===== config.mk =====
export PLATFORM = sky130hd
export DESIGN_NAME = pe_bus_arbiter
export DESIGN_NICKNAME = d
export VERILOG_FILES = /design/src/rtl/pe_bus_pkg.sv /design/src/rtl/rr_picker.sv /design/src/rtl/pe_bus_arbiter.sv
export SDC_FILE = /design/constraint.sdc
export NUM_CORES = 1
export LEC_CHECK = 0
export ABC_CLOCK_PERIOD_IN_PS = 2650
export CAP_MARGIN = 40
export CORE_MARGIN = 10
export CORE_UTILIZATION = 52
export DETAILED_ROUTE_END_ITERATION = 6
export PLACE_DENSITY = 0.82
export SLEW_MARGIN = 25
export SYNTH_ARGS = -nofsm -noshare
export SYNTH_HDL_FRONTEND = slang
export SYNTH_SLANG_ARGS = --single-unit

===== constraint.sdc =====
create_clock -name clk -period 2.65 [get_ports clk]
set_clock_uncertainty 0.15 [all_clocks]
set_input_delay 0.53 -clock clk [delete_from_list [all_inputs] [get_ports clk]]
set_output_delay 0.53 -clock clk [all_outputs]
set_load 0.005 [all_outputs]

===== src/rtl/pe_bus_pkg.sv =====
// Shared definitions for the PE bus arbiter.
//   arb_state_t : arbiter FSM states
//   DefaultNumPe / DefaultTimeout : default parameter values
//   clog2_min1  : $clog2 clamped to at least 1 bit (for index widths)
package pe_bus_pkg;

  typedef enum logic [1:0] {
    IDLE,
    GRANT,
    WAIT
  } arb_state_t;

  localparam int unsigned DefaultNumPe   = 4;
  localparam int unsigned DefaultTimeout = 16;

  function automatic int unsigned clog2_min1(input int unsigned n);
    return (n <= 1) ? 1 : $clog2(n);
  endfunction

endpackage


===== src/rtl/rr_picker.sv =====
// Combinational round-robin picker.
//   req   : request vector, bit i from requester i
//   ptr   : highest-priority index for this round
//   found : at least one request present
//   idx   : first requester at or after ptr, wrapping modulo NUM_PE
module rr_picker
  import pe_bus_pkg::*;
#(
  parameter int unsigned NUM_PE = DefaultNumPe,
  localparam int unsigned IDW   = clog2_min1(NUM_PE)
) (
  input  logic [NUM_PE-1:0] req,
  input  logic [IDW-1:0]    ptr,
  output logic              found,
  output logic [IDW-1:0]    idx
);

  logic [2*NUM_PE-1:0] req_dbl;
  logic [2*NUM_PE-1:0] masked;

  always_comb begin
    req_dbl = {req, req};
    masked  = '0;
    found   = 1'b0;
    idx     = '0;
    // Clear positions below ptr; the upper copy supplies the wrapped-around candidates.
    for (int unsigned j = 0; j < 2 * NUM_PE; j++) begin
      masked[j] = req_dbl[j] && (j >= 32'(ptr));
    end
    for (int unsigned j = 0; j < 2 * NUM_PE; j++) begin
      if (!found && masked[j]) begin
        found = 1'b1;
        idx   = (j >= NUM_PE) ? IDW'(j - NUM_PE) : IDW'(j);
      end
    end
  end

endmodule


===== src/rtl/pe_bus_arbiter.sv =====
// Round-robin arbiter for the shared global-memory / register-file bus.
//   clk           : system clock, rising edge
//   reset         : asynchronous active-low reset
//   bus_request   : per-PE request lines
//   mem_ackBus    : global memory transaction complete
//   data_ReadyBus : local register read complete
//   grant         : one-cycle one-hot grant pulse to the winner
//   grant_id      : index of current / last owner
//   bus_busy      : bus owned, from grant cycle through the release edge
//   timeout_err   : one-cycle pulse when the owner is released by timeout
module pe_bus_arbiter
  import pe_bus_pkg::*;
#(
  parameter int unsigned NUM_PE  = DefaultNumPe,
  parameter int unsigned TIMEOUT = DefaultTimeout,
  localparam int unsigned IDW    = clog2_min1(NUM_PE)
) (
  input  logic              clk,
  input  logic              reset,
  input  logic [NUM_PE-1:0] bus_request,
  input  logic              mem_ackBus,
  input  logic              data_ReadyBus,
  output logic [NUM_PE-1:0] grant,
  output logic [IDW-1:0]    grant_id,
  output logic              bus_busy,
  output logic              timeout_err
);

  localparam int unsigned     CntW    = $clog2(TIMEOUT) + 1;
  localparam logic [CntW-1:0] CntLast = CntW'(TIMEOUT - 1);
  localparam logic [IDW-1:0]  IdLast  = IDW'(NUM_PE - 1);

  arb_state_t        state_q, state_d;
  logic [NUM_PE-1:0] grant_q, grant_d;
  logic [IDW-1:0]    grant_id_q, grant_id_d;
  logic              bus_busy_q, bus_busy_d;
  logic              timeout_err_q, timeout_err_d;
  logic [IDW-1:0]    rr_ptr_q, rr_ptr_d;
  logic [CntW-1:0]   wait_cnt_q, wait_cnt_d;

  logic              pick_found;
  logic [IDW-1:0]    pick_idx;
  logic [IDW-1:0]    ptr_after_owner;
  logic              done;

  rr_picker #(
    .NUM_PE(NUM_PE)
  ) u_rr_picker (
    .req  (bus_request),
    .ptr  (rr_ptr_q),
    .found(pick_found),
    .idx  (pick_idx)
  );

  assign done            = mem_ackBus | data_ReadyBus;
  assign ptr_after_owner = (grant_id_q == IdLast) ? '0 : grant_id_q + IDW'(1);

  always_comb begin
    state_d       = state_q;
    grant_d       = '0;
    grant_id_d    = grant_id_q;
    bus_busy_d    = bus_busy_q;
    timeout_err_d = 1'b0;
    rr_ptr_d      = rr_ptr_q;
    wait_cnt_d    = wait_cnt_q;
    case (state_q)
      IDLE: begin
        if (pick_found) begin
          grant_d[pick_idx] = 1'b1;
          grant_id_d        = pick_idx;
          bus_busy_d        = 1'b1;
          state_d           = GRANT;
        end
      end
      // Completion strobes are ignored here: the PE interface only latches on grant.
      GRANT: begin
        wait_cnt_d = '0;
        state_d    = WAIT;
      end
      WAIT: begin
        if (done || (wait_cnt_q == CntLast)) begin
          // Completion takes precedence over a coincident timeout.
          timeout_err_d = !done;
          bus_busy_d    = 1'b0;
          rr_ptr_d      = ptr_after_owner;
          state_d       = IDLE;
        end else begin
          wait_cnt_d = wait_cnt_q + CntW'(1);
        end
      end
      default: state_d = IDLE;
    endcase
  end

  always_ff @(posedge clk or negedge reset) begin
    if (!reset) begin
      state_q       <= IDLE;
      grant_q       <= '0;
      grant_id_q    <= '0;
      bus_busy_q    <= 1'b0;
      timeout_err_q <= 1'b0;
      rr_ptr_q      <= '0;
      wait_cnt_q    <= '0;
    end else begin
      state_q       <= state_d;
      grant_q       <= grant_d;
      grant_id_q    <= grant_id_d;
      bus_busy_q    <= bus_busy_d;
      timeout_err_q <= timeout_err_d;
      rr_ptr_q      <= rr_ptr_d;
      wait_cnt_q    <= wait_cnt_d;
    end
  end

  assign grant       = grant_q;
  assign grant_id    = grant_id_q;
  assign bus_busy    = bus_busy_q;
  assign timeout_err = timeout_err_q;

endmodule


# == After elaboration in Yosys (flattened, before gate mapping) ==
# Index checks and enable logic that the tools add are counted.
# classes
n_reduce_logical,28
mux,30
addsub,2
eq_ne,7
magnitude_cmp,5
bitwise_logic,1
# op_table
cell,count
2-to-1 mux 2 bit,9
2-to-1 mux 1 bit,14
logical AND 1 bit,11
case mux 5 bit (2 select lines),1
logical NOT 1 bit,8
2-to-1 mux 4 bit,2
AND reduction 2 bit,4
inequality test 2 bit (second input constant),3
case mux 2 bit (3 select lines),1
adder 5 x 1 -> 5 bit (second input constant),1
== test 5 x 4 -> 1 bit (second input constant),1
2-to-1 mux 5 bit,1
== test 2 bit (second input constant),2
greater-or-equal comparator 1 x 2 -> 1 bit (first input constant),2
nonzero test 2 bit,2
less-than comparator 2 x 3 -> 1 bit (second input constant),1
AND reduction 3 bit,1
adder 2 x 1 -> 2 bit (second input constant),1
demux 1 bit (select 2 bit),1
== test 2 x 1 -> 1 bit (second input constant),1
greater-or-equal comparator 2 x 1 -> 1 bit (second input constant),1
greater-or-equal comparator 2 bit (first input constant),1
logical NOT 2 bit,1
case mux 1 bit (2 select lines),1
other kinds (2),2
# word_totals
input_bits,8
register_bits,17
output_inout_bits,8
elab_cells,80

# == Longest topological paths before layout ==
# Gate-level depths: netlist of the first run.
# depth
depth_word,30
ltp_mapped,7
ltp_nobuf,7

# == Modules after synthesis ==
# Synthesis of the first run repeated with hierarchy kept, for this count alone.
# hier_totals
hier_cells,72
hier_area_um2,804.5
# modules_own_cells
mod,seq_area_each_um2,area_per_inst_um2,cells_each,n_inst
pe_bus_arbiter,425.4,730.7,60,1
rr_picker,0.0,73.8,12,1

# == Worst setup path after synthesis of the first run ==
# OpenSTA, ideal clock, no wires.
# synth_path
kind,reg2reg
start,register wait_cnt_q[0]
end,register wait_cnt_q[2]
required_time_ns,2.376
setup_slack_ns,0.925
period_less_slack_ns,1.725
setup_ns,0.124
stages_incl_launch_ff,8
n_path_buf,0
arrival_time_ns,1.451
path_cell_list,dfrtp_1 -> ha_1 -> and3_1 -> ha_1 -> nor3_4 -> and2_1 -> nand2_1 -> mux2i_1
# synth_via
elab_chain_len,4
word_cells_on_any_way,7
cone_classes,add/sub: 1; eq/ne: 2; mux: 2; reduce/logical: 2
# synth_rtl
item,line_no,source
"start, declared",pe_bus_arbiter.sv:39,"logic [CntW-1:0] wait_cnt_q, wait_cnt_d;"
"start signal, assigned",pe_bus_arbiter.sv:111,wait_cnt_q <= wait_cnt_d;
"parallel branches: the longest is 4 deep, another holds adder 5 x 1 -> 5 bit",n/a,
# Several ways; the timed one is not identified. The select of a mux whose other input is x is not followed.
# A chain may end at the register's enable or synchronous reset.

# == Worst setup path after layout of the first run ==
# layout_path
start,"register grant_id_q[1], in the netlist grant_id[1]"
end,output port grant_id[1]
# layout_rtl
item,line_no,source
"start, declared",pe_bus_arbiter.sv:35,"logic [IDW-1:0] grant_id_q, grant_id_d;"
"start signal, assigned",pe_bus_arbiter.sv:107,grant_id_q <= grant_id_d;
"end, declared",pe_bus_arbiter.sv:24,"output logic [IDW-1:0] grant_id,"
# No word-level cell between the ends.

==> flow_metrics.tcl, run 1 <==
set metrics [dict create \
    period_needed_ns 1.91 \
    core_area_um2 1470 \
    grt_max_degree 18 \
    crit_path_start_kind "register" \
    drtAntennaViolNets 0 \
    postCtsHoldBufs 0 \
    drive_above_1_share_pct 9.68 \
    hpwl_um 1260 \
    path_cells "clkdlybuf4s50_1" \
    die_x_um 59.2 \
    setup_viol 0 \
    syn_nets 85 \
    grt_pass1_wl_um 2770 \
    cts_max_level 1 \
    regArea_um2 425 \
    dr.pass1.iters 4 \
    io_pins 16 \
    timing.final.crit_share_pct 71.9 \
    cts_root_buffer "clkbuf_4" \
    end_kind "output pin" \
    fp-row-count 14 \
    final.setup.tns_ns 0 \
    critPathMaxStageDelay_ns 0.53 \
    rrSetupSlack_ns 0.76 \
    die-area_um2 3500 \
    routed_wl_um 1660 \
    final_common_cell "dfrtp_1" \
    status "finished, final reports clean" \
    rsz0062_at_grt "no" \
    slowest_stage "clkdlybuf4s50_1" \
    final_cell_mix "dfrtp_1 (17), clkdlybuf4s50_1 (15), nand2_1 (10)" \
    clock_latency_ns 0.29 \
    hold_violations 0 \
    multi_input_area_um2 340 \
    via_per_inst 5.63 \
    max-cap-violations 0 \
    syn_area_um2 797 \
    drc 0 \
    tritoncts.num_buffers 3 \
    irDropWorstVdd_mv 0.519 \
    relSlewSlack_pct 67.6 \
    clockBufferDepth 2 \
    grt_use_total_pct 10.4 \
    vias 614 \
    fmaxAchievable_ghz 0.525 \
    worstSetupPathType "reg -> out" \
    slew_violations 0 \
    grt-ovfl-total 0 \
    cts_tree "built" \
    clk_pin_slew_ns 0.10 \
    initial_core_util_pct 54.2 \
    placed_area_um2 956 \
    ys_seq_area_share_pct 53.4 \
    nets 105 \
    place_congestion 0.757 \
    synth.avg_cell_area_um2 10.8 \
    hp-class "in -> async" \
    fillerInstances 120 \
    n_antenna_cell 0 \
    yosysWarnings 0 \
    cp_top_family "buffers and inverters" \
    critPathBufInv 1 \
    p_per_area_nw_per_um2 881 \
    syn2layout_area_growth_pct 24.8 \
    port_buffers 15 \
    ys_seq_elements 17 \
    arrival_ns 1.23 \
    grt_pass1_vias 568 \
    cts_setup_buffers 0 \
    synth.distinct_cells 31 \
    drtIter0Drc 6 \
    worstPathMaxFanout 3 \
    die_h_um 59.2 \
    postCtsResizedCells 0 \
    cts_sinks 17 \
    p_leak_nw 0.450 \
    antenna_found_initial 0 \
    netlist_instances 74 \
    fin_area_um2 995 \
    cp.required_ns 1.97 \
    worst_pin_slew_ns 0.487 \
    routedWlPerCell_um 15.2 \
]
registers in the layout, summed over array words and instances (netlist names):
signal,flops
grant,4
state_q,2
rr_ptr_q,2
bus_busy,1
timeout_err,1
wait_cnt_q,5
grant_id,2
through the flow:
step	power (mW)	worst slack, ns	std cells	hold WS [ns]	utilization, %
global placement	0.719	0.558	104	0.343	65.0
global route	0.947	0.619	109	0.240	67.6
CTS	0.884	0.727	108	0.364	66.8
finish	0.877	0.744	109	0.255	67.6
detailed placement	0.740	0.483	104	0.351	65.0
floorplan	0.602	0.925	74	0.0844	-
path summary, 6_finish.rpt:
path	cells past startpoint	end	start
setup / recovery	1	grant_id[1]	grant_id[1]$_DFFE_PN0P_
hold reg to reg	1	wait_cnt_q[2]$_DFFE_PN0P_	wait_cnt_q[2]$_DFFE_PN0P_
min in group clk	1	wait_cnt_q[2]$_DFFE_PN0P_	wait_cnt_q[2]$_DFFE_PN0P_
max in group asynchronous	2	wait_cnt_q[1]$_DFFE_PN0P_	reset
setup reg to reg	6	wait_cnt_q[1]$_DFFE_PN0P_	wait_cnt_q[0]$_DFFE_PN0P_
hold / removal	1	rr_ptr_q[1]$_DFFE_PN0P_	reset
cell type report:
class | count | share of cell area [%]
Clock inverter | 1 | 0.503
Tap cell | 16 | 2.01
Timing Repair Buffer | 16 | 16.2
Clock buffer | 3 | 2.26
Sequential cell | 17 | 42.8
Inverter | 4 | 2.01
Multi-Input combinational cell | 52 | 34.2
layer usage:
metal	GRT usage [%]	vias to the layer above	wire length [um]
li1	-	299	-
met1	12.7	294	715
met2	14.4	17	757
met3	5.79	4	159
met4	4.92	0	25
met5	0	-	0
cells by family after synthesis:
logic type	Yosys count	synth area share, %
AOI/OAI and AO/OA	16	12.2
xor gates and xnor gates	1	1.10
adders and majority gates	3	4.71
buffers and inverters	5	3.92
DFF	17	53.4
muxes	1	1.26
and+or+nand+nor	31	23.4
power breakdown:
group	switching, mW	leakage [nW]	internal [mW]
sequential	0.0663	0.222	0.337
combinational	0.173	0.210	0.162
clock	0.0825	0.0177	0.0562
total	0.321	0.450	0.555
cell usage after synthesis (all sizes together):
cell type	n	area, um^2
dfrtp	17	425
nand2	10	37.5
o21ai	9	45.0
ha	3	37.5
inv	3	11.3
nor2	3	11.3
a21boi	2	15.0
and3	2	12.5
nand2b	2	12.5
nand3	2	10.0
nor2b	2	12.5
nor3	2	21.3
nor3b	2	25.0
a21oi	1	5.00
a22o	1	8.76
and2	1	6.26
and3b	1	8.76
buf	1	11.3
clkinv	1	8.76
mux2i	1	10.0
nand3b	1	7.51
nor4	1	6.26
nor4b	1	8.76
o221ai	1	8.76
o22ai	1	6.26
o41ai	1	8.76
or3	1	6.26
xor2	1	8.76
Power figures use the tool's default switching activity.
==> inputs of run 2 (changes only) <==
--- a/config.mk
+++ b/config.mk
@@ -5,12 +5,12 @@
 export SDC_FILE = /design/constraint.sdc
 export NUM_CORES = 1
 export LEC_CHECK = 0
-export ABC_CLOCK_PERIOD_IN_PS = 2650
+export ABC_CLOCK_PERIOD_IN_PS = 1600
 export CAP_MARGIN = 40
 export CORE_MARGIN = 10
-export CORE_UTILIZATION = 52
+export CORE_UTILIZATION = 44
 export DETAILED_ROUTE_END_ITERATION = 6
-export PLACE_DENSITY = 0.82
+export PLACE_DENSITY = 0.74
 export SLEW_MARGIN = 25
 export SYNTH_ARGS = -nofsm -noshare
 export SYNTH_HDL_FRONTEND = slang
==> constraint.sdc (replaced) <==
create_clock -name clk -period 1.6 [get_ports clk]
set_clock_uncertainty 0.15 [all_clocks]
set_input_delay 0.32 -clock clk [delete_from_list [all_inputs] [get_ports clk]]
set_output_delay 0.32 -clock clk [all_outputs]
set_load 0.005 [all_outputs]
==> flow_metrics.tcl, run 2 (synthesis results as in run 1) <==
set metrics [dict create \
    final_common_cell "dfrtp_1" \
    status "finished, violations left" \
    cts_sinks 17 \
    placed_area_um2 1040 \
    critPathMaxStageDelay_ns 0.40 \
    reg2reg_to "wait_cnt_q[4]$_DFFE_PN0P_" \
    drtIter0Drc 15 \
    grt_pass1_vias 689 \
    drive_above_1_share_pct 37.0 \
    antenna_found_initial 0 \
    initial_core_util_pct 46.2 \
    slew_violations 0 \
    fin_area_um2 1210 \
    cts_max_level 1 \
    largest_register "wait_cnt_q" \
    n_antenna_cell 0 \
    grt_use_total_pct 9.65 \
    fin_cells 133 \
    timing.final.crit_share_pct 107 \
    period_needed_ns 1.72 \
    arrival_ns 1.77 \
    hp-class "in -> async" \
    hpwl_um 1330 \
    drtAntennaViolNets 0 \
    fmaxAchievable_ghz 0.583 \
    die-area_um2 3910 \
    worstPathMaxFanout 5 \
    relSlewSlack_pct 72.3 \
    path_cells "ha_2 -> and3_4 -> ha_4 -> nor3_4 -> buf_6 -> nand2_4 -> o22ai_2" \
    routed_wl_um 1900 \
    endpoint "wait_cnt_q[4]$_DFFE_PN0P_" \
    final_cell_mix "dfrtp_1 (17), buf_4 (14), nand2_1 (7), clkdlybuf4s50_1 (7), dlygate4sd2_1 (5)" \
    place_congestion 0.760 \
    routedWlPerCell_um 14.3 \
    placed_cells 122 \
    fp-row-count 15 \
    syn2layout_area_growth_pct 51.8 \
    p_per_area_nw_per_um2 1350 \
    setup_viol 10 \
    crit_path_start_kind "register" \
    violations "negative setup slack" \
    irDropWorstVdd_mv 0.860 \
    final_core_util_pct 70.1 \
    timing.final.ws_setup_ns -0.116 \
    largest_register_ffs 5 \
    worstSetupPathType "reg -> reg" \
    core_area_um2 1730 \
    cts_root_buffer "clkbuf_4" \
    p_leak_nw 0.631 \
    tritoncts.num_buffers 3 \
    clock_latency_ns 0.28 \
    rsz0062_at_grt "yes" \
    rr_worst_depth 7 \
    place_ws_ns -0.353 \
    hold_violations 0 \
    io_pins 16 \
    port_buffers 15 \
    die_h_um 62.6 \
    rrSetupSlack_ns -0.12 \
    path_depth 7 \
    clk_pin_slew_ns 0.10 \
    cp.required_ns 1.66 \
    critPathLaunch "wait_cnt_q[0]$_DFFE_PN0P_" \
    max-cap-violations 0 \
    worst_pin_slew_ns 0.415 \
    cp_top_family "simple AND/OR/NAND/NOR gates" \
    vias 673 \
    nets 120 \
    clockBufferDepth 2 \
    postCtsHoldBufs 0 \
    grt_pass1_wl_um 3190 \
    slowest_stage "dfrtp_1" \
    die_x_um 62.6 \
    cts_tree "built" \
    dr.pass1.iters 4 \
    via_per_inst 5.06 \
    r2r_start "wait_cnt_q[0]$_DFFE_PN0P_" \
    end_kind "register" \
    fin_hold_ws_ns 0.205 \
    drc 0 \
    critPathBufInv 1 \
    grt_max_degree 18 \
    grt-ovfl-total 0 \
]
-- run 2: through the flow --
step	power [mW]	TNS [ns]
2_1_floorplan	1.01	-0.122
3_3_place_gp	1.26	-2.19
3_5_place_dp	1.28	-2.91
4_1_cts	1.54	-1.02
5_1_grt	1.76	-1.62
6_report	1.63	-0.723
-- run 2: routing by layer --
| layer | track usage [%] | part of all wire, % | vias up |
|---|---|---|---|
| li1 | - | - | 328 |
| met1 | 12.3 | 45 | 328 |
| met2 | 15.4 | 50 | 15 |
| met3 | 2.33 | 4.4 | 2 |
| met4 | 3.35 | 0.53 | 0 |
| met5 | 0 | 0 | - |
-- run 2: cell type report --
type                            count  area (um^2)
Clock buffer                        4         26.3
Tap cell                           25         31.3
Multi-Input combinational cell     52          428
Sequential cell                    17          425
Timing Repair Buffer               31          279
Inverter                            4         20.0
Fill cell                         131          517
-- run 2: worst min path at each step --
stage,start,to,slack (ns),cells past startpoint
finish,reset,rr_ptr_q[1]$_DFFE_PN0P_,0.21,2
global route,reset,rr_ptr_q[0]$_DFFE_PN0P_,0.23,2
CTS,reset,rr_ptr_q[1]$_DFFE_PN0P_,0.21,2
detailed placement,bus_busy$_DFFE_PN0P_,bus_busy$_DFFE_PN0P_,0.36,2
global placement,wait_cnt_q[4]$_DFFE_PN0P_,wait_cnt_q[4]$_DFFE_PN0P_,0.34,2
floorplan,reset,bus_busy$_DFFE_PN0P_,-0.13,0
-- run 2: timing repair --
action                     4_1_cts  5_1_grt
pin swaps                        6        6
setup endpoints to repair       17       18
resized for setup               16       16
setup buffers                    4        3
cloned                           0        0
-- run 2: report_power, final --
group	total (mW)	internal, mW	switching, mW
sequential	0.645	0.557	0.0877
clock	0.224	0.0966	0.128
combinational	0.763	0.380	0.383
==> inputs of run 3 (changes only) <==
--- a/config.mk
+++ b/config.mk
@@ -10,6 +10,7 @@
 export CORE_MARGIN = 10
 export CORE_UTILIZATION = 44
 export DETAILED_ROUTE_END_ITERATION = 6
+export HOLD_SLACK_MARGIN = 0.03
 export PLACE_DENSITY = 0.74
 export SLEW_MARGIN = 25
 export SYNTH_ARGS = -nofsm -noshare
==> results of run 3 <==
Same layout as run 2: the final DEF is identical, and so are final timing and power.
